===== src/rtl/aes_inv_ctrl.sv =====
// Step sequencer for the AES-128 inverse cipher: forward key expansion, then
// inverse rounds. It drives a state code and a round index to the datapath.
//
// state | meaning
// IDLE  | waiting for start; cs=STL, count=0
// RUN   | issuing steps k=0..51; a held cycle shows STL and does not advance k
module aes_inv_ctrl #(
  parameter int NR = 10,
  parameter int CW = 8
) (
  input  logic          clk,
  input  logic          rst,
  input  logic          start,
  input  logic          hold,
  output logic [2:0]    cs,
  output logic [CW-1:0] count,
  output logic          busy,
  output logic          done
);

  localparam logic [2:0] RES = 3'b000;
  localparam logic [2:0] STL = 3'b001;
  localparam logic [2:0] ADD = 3'b010;
  localparam logic [2:0] SUB = 3'b011;
  localparam logic [2:0] SHI = 3'b100;
  localparam logic [2:0] MIX = 3'b101;
  localparam logic [2:0] INV = 3'b110;
  localparam logic [2:0] FIN = 3'b111;

  localparam logic [5:0] K_ARK = 6'(NR + 1);
  localparam logic [5:0] K_RND = 6'(NR + 2);
  localparam logic [5:0] K_FR  = 6'(4 * NR + 8);
  localparam logic [5:0] K_FIN = 6'(4 * NR + 11);

  typedef enum logic [1:0] {
    IDLE = 2'b01,
    RUN  = 2'b10
  } state_t;

  state_t state;
  logic [5:0] k;

  logic [2:0]    step_cs;
  logic [CW-1:0] step_cnt;
  logic [5:0]    rnd_ofs;
  logic [1:0]    fin_ofs;

  // Inverse rounds: rnd_ofs[5:2] is rounds elapsed, rnd_ofs[1:0] the phase.
  always_comb begin
    step_cs  = STL;
    step_cnt = '0;
    rnd_ofs  = k - K_RND;
    fin_ofs  = 2'(k - K_FR);
    if (k == 6'd0) begin
      step_cs = RES;
    end else if (k < K_ARK) begin
      step_cs  = INV;
      step_cnt = CW'(k);
    end else if (k == K_ARK) begin
      step_cs  = ADD;
      step_cnt = CW'(NR);
    end else if (k < K_FR) begin
      step_cnt = CW'(6'(NR) - {2'b00, rnd_ofs[5:2]});
      case (rnd_ofs[1:0])
        2'd0:    step_cs = SHI;
        2'd1:    step_cs = SUB;
        2'd2:    step_cs = ADD;
        default: step_cs = MIX;
      endcase
    end else if (k < K_FIN) begin
      step_cnt = CW'(1);
      case (fin_ofs)
        2'd0:    step_cs = SHI;
        2'd1:    step_cs = SUB;
        default: step_cs = ADD;
      endcase
    end else begin
      step_cs = FIN;
    end
  end

  // k always names the next step to issue; k past FIN means FIN is on the bus.
  always_ff @(posedge clk) begin
    if (rst) begin
      state <= IDLE;
      k     <= '0;
      cs    <= STL;
      count <= '0;
      busy  <= 1'b0;
      done  <= 1'b0;
    end else begin
      case (state)
        IDLE: begin
          done <= 1'b0;
          if (start) begin
            state <= RUN;
            k     <= 6'd1;
            cs    <= RES;
            count <= '0;
            busy  <= 1'b1;
          end else begin
            k     <= '0;
            cs    <= STL;
            count <= '0;
            busy  <= 1'b0;
          end
        end
        RUN: begin
          if (k > K_FIN) begin
            state <= IDLE;
            k     <= '0;
            cs    <= STL;
            count <= '0;
            busy  <= 1'b0;
            done  <= 1'b0;
          end else if (hold) begin
            cs   <= STL;
            done <= 1'b0;
          end else begin
            cs    <= step_cs;
            count <= step_cnt;
            done  <= (k == K_FIN);
            k     <= k + 6'd1;
          end
        end
        default: begin
          state <= IDLE;
          k     <= '0;
          cs    <= STL;
          count <= '0;
          busy  <= 1'b0;
          done  <= 1'b0;
        end
      endcase
    end
  end

endmodule


===== config.mk =====
export PLATFORM = sky130hd
export DESIGN_NAME = aes_inv_ctrl
export DESIGN_NICKNAME = d
export VERILOG_FILES = /design/src/rtl/aes_inv_ctrl.sv
export SDC_FILE = /design/constraint.sdc
export NUM_CORES = 1
export LEC_CHECK = 0
export CORE_MARGIN = 1
export CORE_UTILIZATION = 42
export CTS_CLUSTER_SIZE = 14
export DETAILED_ROUTE_END_ITERATION = 16
export PLACE_DENSITY_LB_ADDON = 0.1
export SYNTH_ARGS = -nofsm -noshare
export SYNTH_HDL_FRONTEND = slang
export SYNTH_SLANG_ARGS = --single-unit

===== constraint.sdc =====
create_clock -name clk -period 2.81 [get_ports clk]
set_clock_uncertainty 0.2 [all_clocks]
set_input_delay 0.843 -clock clk [delete_from_list [all_inputs] [get_ports clk]]
set_output_delay 0.843 -clock clk [all_outputs]
set_load 0.005 [all_outputs]

Word-level counts from Yosys, hierarchy flattened
Index checks and enable logic that the tools add are counted.
W data, S select, Z words.
{"block": "classes", "addsub": 4, "n_reduce_logical": 6, "n_bitwise": 1, "n_lt_le_gt_ge": 4, "mux": 26, "eq_ne": 10}
{"cell": "$mux W8", "n": 4}
{"cell": "$mux W3", "n": 7}
{"cell": "$lt A6 B6 Y1 const B", "n": 2}
{"cell": "$mux W6", "n": 2}
{"cell": "$pmux W3 S2", "n": 2}
{"cell": "$pmux W6 S2", "n": 1}
{"cell": "$pmux W3 S3", "n": 1}
{"cell": "$add A6 B1 Y6 const B", "n": 1}
{"cell": "$eq A2 B1 Y1 const B", "n": 3}
{"cell": "$eq A6 B4 Y1 const B", "n": 1}
{"cell": "$eq A6 B6 Y1 const B", "n": 1}
{"cell": "$gt A6 B6 Y1 const B", "n": 1}
{"cell": "$logic_not A6 Y1", "n": 1}
{"cell": "$lt A6 B4 Y1 const B", "n": 1}
{"cell": "$sub A6 B4 Y6 const B", "n": 1}
{"cell": "$mux W1", "n": 5}
{"cell": "$sub A4 B4 Y5 const A", "n": 1}
{"cell": "$eq A2 B2 Y1 const B", "n": 2}
{"cell": "$logic_not A2 Y1", "n": 2}
{"cell": "$mux W2", "n": 2}
{"cell": "$ne A2 B2 Y1 const B", "n": 2}
{"cell": "$pmux W2 S2", "n": 1}
{"cell": "$reduce_or A4 Y1", "n": 1}
{"cell": "$ne A3 B3 Y1 const B", "n": 1}
{"cell": "5 further kinds", "n": 5}
{"block": "word_totals", "wordCells": 57, "reg_bits": 21, "input_bits": 4, "out_inout_bits": 13}

Depth between registers and ports, before layout
Gate-level depths: netlist (run 1).
{"block": "depth", "ltp_word": 11, "depth_mapped": 8, "mapped_depth_nobuf": 6}

Worst setup path before layout (run 1)
OpenSTA, ideal clock, no wires.
{"block": "synth_timing", "path_type": "register to register", "start": "reg k[2]", "end": "reg count[3]", "setup_ns": 0.139, "period_less_slack_ns": 1.969, "t_required_ns": 2.471, "path_stages_with_launch": 8, "t_arrival_ns": 1.629, "path_slack_ns": 0.841, "cell_sequence": "dfxtp_1 buf_2 inv_1 ha_1 a2111oi_2 nand2_1 a22oi_1 a211oi_1"}
{"block": "synth_between", "elab_chain_len": 6, "word_cells_on_any_way": 12, "classes_between": "add/sub: 2; order compare: 3; eq/ne: 1; mux: 4; reduce/logical: 2"}
{"element": "start: declaration", "line_no": "41", "rtl": "logic [5:0] k;"}
{"element": "start signal: assignment", "line_no": "123", "rtl": "k <= k + 6'd1;"}
{"element": "$sub A6 B4 Y6", "line_no": "52", "rtl": "rnd_ofs = k - K_RND;"}
{"element": "$sub A4 B4 Y5", "line_no": "63", "rtl": "step_cnt = CW'(6'(NR) - {2'b00, rnd_ofs[5:2]});"}
{"element": "$mux W8", "line_no": "62", "rtl": "end else if (k < K_FR) begin"}
{"element": "$mux W8", "line_no": "59", "rtl": "end else if (k == K_ARK) begin"}
{"element": "$mux W8", "line_no": "56", "rtl": "end else if (k < K_ARK) begin"}
{"element": "$mux W8", "line_no": "54", "rtl": "if (k == 6'd0) begin"}
{"element": "end signal: assignment", "line_no": "121", "rtl": "count <= step_cnt;"}
{"element": "end: declaration", "line_no": "16", "rtl": "output logic [CW-1:0] count,"}
Several ways; a longest one is shown, not always the timed one.
A chain may end at the register's enable or synchronous reset.

Worst setup path in the final report (run 1)
{"block": "layout_timing", "start": "reg k[0]", "end": "reg count[3]"}
The elaborated chain is that of the path after synthesis.

==> results of run 1 <==
metal layers:
layer,track usage,vias to the layer above,share of wire,routed length (um)
met5,0,-,0,0
met4,0.0714,0,0.0090,28
met3,0.0286,4,0.037,115
met2,0.351,28,0.46,1430
met1,0.265,598,0.49,1530
li1,-,603,-,-
worst register-to-register path: stages (launching register included):
cell and delay, ns:
sky130_fd_sc_hd__dfxtp_1 0.52, sky130_fd_sc_hd__ha_1 0.52, sky130_fd_sc_hd__nand2_1 0.24, sky130_fd_sc_hd__a31oi_4 0.31, sky130_fd_sc_hd__nand2_2 0.23, sky130_fd_sc_hd__a211oi_1 0.23
power groups by stage:
stage               logic [mW]  registers (mW)  clock network (mW)
floorplan               0.0622           0.305                   0
global placement        0.0894           0.306                   0
detailed placement      0.0904           0.306                   0
CTS                     0.0913           0.300               0.176
global route             0.105           0.301               0.188
finish                  0.0920           0.300               0.170
kinds of logic (layout without fill, tap and decap cells):
logic type                 count (synthesis)  in the layout
AOI/OAI and AO/OA                         51             51
and+or+nand+nor                           51             51
buffers and inverters                     24             35
DFF                                       20             20
adders and majority gates                 14             14
xor gates and xnor gates                   3              3
synth_stat cells (all sizes together) (4+ instances only):
cell type	instances
nor3	5
dfxtp	20
buf	9
a31oi	4
inv	13
nor2	9
nand2	16
a21oi	21
ha	14
and2	4
o21ai	7
nand3	4
through the flow:
stage | area [um2] | std cells | setup WS, ns | util
after floorplan | 1340 | 163 | 0.841 | -
after global placement | 1500 | 214 | 0.330 | 0.493
after detailed placement | 1500 | 214 | 0.303 | 0.493
after CTS | 1540 | 218 | 0.501 | 0.505
after global routing | 1540 | 218 | 0.273 | 0.505
final | 1540 | 218 | 0.456 | 0.505
final timing paths:
| path | cells past startpoint | endpoint |
|---|---|---|
| worst min-delay path | 2 | count[1] |
| worst max-delay path | 5 | count[3] |
| worst min register to register | 2 | count[1] |
| worst max register to register | 5 | count[3] |
cell type report:
cell class,instances,area share
multi-input combinational,119,0.535
sequential,20,0.260
timing repair buffer,18,0.114
tap,44,0.0357
inverter,13,0.0317
clock buffer,4,0.0236
flip-flops by register name, summed over array words and instances, names as in the netlist:
name	count
busy	1
count	7
cs	3
done	1
k	6
state	2
==> results.py, run 1 <==
metrics = {
    "timing": {
        "fin_hold_ws_ns": 0.264,
        "hold_viol": 0,
        "setup_tns_ns": 0,
        "rsz0062_at_grt": "no",
        "post-route-period-util": 0.838,
        "worst-slew-pin-transition_ns": 0.616,
        "fmaxAchievable_mhz": 425,
        "report.final.setup_viol": 0,
        "finalCriticalPeriod_ns": 2.35,
        "report.final.slew_viol_count": 0,
        "timing.slew.headroom": 0.589,
    },
    "floorplanning": {
        "die_x_um": 58.6,
        "die_height_um": 58.6,
        "initial_core_util": 0.440,
        "floorplan.core_area_um2": 3050,
        "io_pins": 17,
        "floorplan.die_area_um2": 3430,
        "num_rows": 20,
    },
    "setup_path": {
        "worst_path_dominant_cell_family": "compound AO/OA/AOI/OAI gates",
        "regToRegStartpoint": "k[0]",
        "critical-path-max-stage-delay_ns": 0.52,
        "worst-r2r-setup-slack_ns": 0.46,
        "critical_path.slowest_cell": "sky130_fd_sc_hd__dfxtp_1",
        "required_ns": 2.82,
        "crit_fanout": 12,
        "worstSetupPathType": "register to register",
        "cp_num_buf_inv": 0,
        "critPathArrivalTime_ns": 2.37,
        "cp_cell_sequence": "ha_1 > nand2_1 > a31oi_4 > nand2_2 > a211oi_1",
        "startpoint": "k[0]",
        "end_kind": "register",
        "setup.worst_path.start_class": "register",
    },
    "layout": {
        "layout_common_cells": "20 x sky130_fd_sc_hd__a21oi_1, 20 x sky130_fd_sc_hd__dfxtp_1, 16 x sky130_fd_sc_hd__clkdlybuf4s50_1, 14 x sky130_fd_sc_hd__nand2_1, 14 x sky130_fd_sc_hd__ha_1",
        "multiInputGateArea_um2": 825,
        "final_net_count": 193,
        "nFillCells": 322,
        "signed_area_change_from_the_synthesized_netlist_to_the_final_layout_pct": 14.6,
        "drive_gt1_frac": 0.0690,
        "insertedDiodeCount": 0,
        "seq_area_um2": 400,
    },
    "pwr": {
        "sequential_fraction_of_design_power": 0.534,
        "ir_worst_vdd_uv": 153,
        "fraction_of_power_consumed_by_the_clock_network": 0.302,
        "power-per-cell-area_nw_per_um2": 365,
        "power_report.internal_total_mw": 0.411,
        "pwr-share-comb": 0.164,
        "power_switching_share": 0.269,
        "netSwitchingPower_mw": 0.151,
        "leakagePower_nw": 0.568,
        "report.power.total_mw": 0.562,
    },
    "clocking": {
        "worst_setup_hold_path_clk_slew_ns": 0.12,
        "hold_buffers": 0,
        "cts_repair_resize_count": 0,
        "postCtsSetupRepairBufs": 0,
        "numCtsBuffers": 3,
        "clock_sink_count": 20,
        "clock_tree.root_cell": "sky130_fd_sc_hd__clkbuf_4",
        "number_of_h_tree_levels": 1,
        "cts-root-to-sink-buffers": 2,
        "tritoncts": "done",
        "worst_skew_pair.late_latency_ns": 0.30,
    },
    "yosys": {
        "synth_top_area_frac": 0.298,
        "synth_top_cell_by_area": "sky130_fd_sc_hd__dfxtp_1",
        "synth_sequential_area_ratio": 0.298,
        "ys.flop_type": "sky130_fd_sc_hd__dfxtp_1",
        "yosys_warnings": 0,
        "synth_top_family_by_area": "compound AO/OA/AOI/OAI gates",
        "synth_compound_area_frac": 0.262,
        "synthesis.area_per_instance_um2": 8.24,
        "mappedNetlistNets": 181,
        "synth_cell_types": 45,
        "synth_area_leaders": "sky130_fd_sc_hd__dfxtp_1 30%, sky130_fd_sc_hd__ha_1 13%, sky130_fd_sc_hd__a21oi_1 7.4%, sky130_fd_sc_hd__nand2_1 3.9%, sky130_fd_sc_hd__inv_1 3.6%",
        "synthAdderAreaFrac": 0.130,
        "post_synth_xor_area_fraction": 0.0196,
        "synthArstFlopShare": 0,
        "synth_simple_gate_area_frac": 0.202,
        "post_synth_mux_area_share": 0,
        "register_bit_count_reported_by_yosys": 20,
        "post_synth_edffs": 0,
        "netlist_instances": 163,
        "synth.cell_area_um2": 1340,
    },
    "grt": {
        "grt_start_max_net_pins": 16,
        "grt_first_pass_wirelength_um": 5380,
        "grt_residual_overflow": 0,
        "grt_pass1_vias": 1171,
        "grt_util_all_layers": 0.205,
        "grt_antenna_before_repair": 0,
    },
    "route": {
        "wl_um": 3100,
        "antenna_violating_nets_post_route": 0,
        "detail_route.drc_violations": 0,
        "drt_iter0_drc": 74,
        "dr_total_vias": 1233,
        "avgViaCountPerCell": 5.66,
        "route.detailed.wl_per_inst_um": 14.2,
        "detailedRoute.firstPassIterationCount": 4,
    },
    "status": {
        "run_status": "finished clean",
    },
    "run": {
        "max_cap_viols": 0,
    },
    "min_path": {
        "min-delay-path-class": "register to register",
        "hold_path.startpoint": "count[1]",
    },
    "place": {
        "gp_congestion": 0.803,
        "dp.final_hpwl_um": 2210,
        "placement.io_buffers": 16,
    },
}
Power figures use the tool's default switching activity.
==> run 2, diff against run 1 <==
==> constraint.sdc (replaced) <==
create_clock -name clk -period 2.2 [get_ports clk]
set_clock_uncertainty 0.2 [all_clocks]
set_input_delay 0.66 -clock clk [delete_from_list [all_inputs] [get_ports clk]]
set_output_delay 0.66 -clock clk [all_outputs]
set_load 0.005 [all_outputs]
==> run 2 against run 1 <==
Clock power rose by 32%. Final cell count rose by 4.1%. Register-to-register slack got worse by 0.30 ns. Combinational power rose by 41%. Die area did not move.
==> results.py, run 2 (synthesized netlist as in run 1, its figures left out) <==
metrics = {
    "status": {
        "run_status": "finished clean",
    },
    "timing": {
        "finalCriticalPeriod_ns": 2.05,
        "post-route-period-util": 0.933,
        "report.final.slew_viol_count": 0,
        "report.final.setup_viol": 0,
        "worst-slew-pin-transition_ns": 0.430,
        "timing.slew.headroom": 0.706,
        "fmaxAchievable_mhz": 487,
        "fin_hold_ws_ns": 0.265,
        "hold_viol": 0,
        "rsz0062_at_grt": "no",
        "setup_tns_ns": 0,
    },
    "layout": {
        "largest-register": "count",
        "insertedDiodeCount": 0,
        "signed_area_change_from_the_synthesized_netlist_to_the_final_layout_pct": 21.1,
        "drive_gt1_frac": 0.126,
        "reg.largest.list": "count x7, k x6, cs x3",
        "final_net_count": 202,
        "layout_common_cells": "20 x sky130_fd_sc_hd__a21oi_1, 20 x sky130_fd_sc_hd__dfxtp_1, 16 x sky130_fd_sc_hd__clkdlybuf4s50_1, 14 x sky130_fd_sc_hd__nand2_1",
        "nFillCells": 313,
        "seq_area_um2": 400,
        "multiInputGateArea_um2": 832,
        "flip_flop_count_of_the_largest_register_all_copies_and_words_added": 7,
    },
    "grt": {
        "grt_residual_overflow": 0,
        "grt_antenna_before_repair": 0,
        "grt_start_max_net_pins": 21,
        "grt_first_pass_wirelength_um": 5180,
        "grt_util_all_layers": 0.199,
        "grt_pass1_vias": 1138,
    },
    "floorplanning": {
        "initial_core_util": 0.440,
        "floorplan.die_area_um2": 3430,
        "floorplan.core_area_um2": 3050,
        "io_pins": 17,
        "num_rows": 20,
        "die_x_um": 58.6,
        "die_height_um": 58.6,
    },
    "setup_path": {
        "cp_num_buf_inv": 1,
        "required_ns": 1.34,
        "critical_path.slowest_cell": "sky130_fd_sc_hd__clkdlybuf4s50_1",
        "critPathArrivalTime_ns": 1.19,
        "worst_path_dominant_cell_family": "buffers and inverters",
        "cp_cell_sequence": "clkdlybuf4s50_1",
        "end_kind": "output pin",
        "setup.worst_path.start_class": "register",
        "rr_endpoint": "cs[0]",
        "worstSetupPathType": "register to output pin",
        "critical-path-max-stage-delay_ns": 0.51,
        "crit_fanout": 3,
        "regToRegStartpoint": "k[2]",
        "worst-r2r-setup-slack_ns": 0.16,
        "reg2regPathDepth": 6,
    },
    "place": {
        "placement.io_buffers": 16,
        "gp_congestion": 0.796,
        "dp.final_hpwl_um": 2290,
    },
    "pwr": {
        "report.power.total_mw": 0.733,
        "ir_worst_vdd_uv": 203,
        "power-per-cell-area_nw_per_um2": 450,
        "leakagePower_nw": 0.617,
    },
    "clocking": {
        "tritoncts": "done",
        "worst_skew_pair.late_latency_ns": 0.31,
        "number_of_h_tree_levels": 1,
        "numCtsBuffers": 3,
        "postCtsSetupRepairBufs": 0,
        "cts-root-to-sink-buffers": 2,
        "clock_sink_count": 20,
        "worst_setup_hold_path_clk_slew_ns": 0.12,
        "clock_tree.root_cell": "sky130_fd_sc_hd__clkbuf_4",
    },
    "route": {
        "detailedRoute.firstPassIterationCount": 4,
        "avgViaCountPerCell": 5.45,
        "dr_total_vias": 1238,
        "wl_um": 3160,
        "antenna_violating_nets_post_route": 0,
        "drt_iter0_drc": 72,
        "detail_route.drc_violations": 0,
        "route.detailed.wl_per_inst_um": 13.9,
    },
    "min_path": {
        "min-delay-path-class": "register to register",
        "holdPathEnd": "busy",
        "hold_path.startpoint": "busy",
        "worstHoldPathCells": 2,
    },
    "run": {
        "max_cap_viols": 0,
    },
}
==> run 2: area by class of cell <==
type,instances,share of cell area
Inverter,13,0.0300
Timing Repair Buffer,27,0.157
Clock buffer,4,0.0223
Multi-Input combinational cell,119,0.511
Sequential cell,20,0.246
Tap cell,44,0.0338
==> run 2: timing repair <==
| item | in CTS | in global routing |
|---|---|---|
| endpoints found under the setup margin | 0 | 3 |
| hold buffers | 0 | 0 |
| resized for setup | 0 | 2 |
==> run 2: routing by layer <==
layer | track usage | part of all wire | up-vias
met5 | 0 | 0 | -
met1 | 0.285 | 0.50 | 575
met2 | 0.299 | 0.45 | 35
met3 | 0.0286 | 0.039 | 5
li1 | - | - | 623
met4 | 0.0850 | 0.013 | 0
==> run 2: worst max path at each step <==
stage / startpoint / to / slack, ns / cells after the start
final: count[2] / count[2] / 0.15 / 1
after global routing: k[2] / cs[0] / 0.04 / 6
after CTS: k[1] / count[3] / 0.14 / 5
after detailed placement: hold / k[0] / 0.05 / 5
after global placement: hold / count[3] / 0.11 / 5
after floorplan: k[2] / count[3] / 0.23 / 7
==> run 2: where the power goes <==
| part | switching, mW | leakage (nW) | internal [mW] |
|---|---|---|---|
| Sequential | 0.00581 | 0.162 | 0.373 |
| Combinational | 0.0739 | 0.434 | 0.0563 |
| Clock | 0.122 | 0.0210 | 0.101 |
| Total | 0.202 | 0.617 | 0.531 |
==> run 2: stage by stage <==
stage | instance area (um2) | instances | utilization | setup slack (ns)
after floorplan | 1340 | 163 | - | 0.231
after global placement | 1580 | 223 | 0.519 | 0.107
after detailed placement | 1580 | 223 | 0.519 | 0.0479
after CTS | 1620 | 227 | 0.531 | 0.141
after global routing | 1630 | 227 | 0.533 | 0.0368
final | 1630 | 227 | 0.533 | 0.146
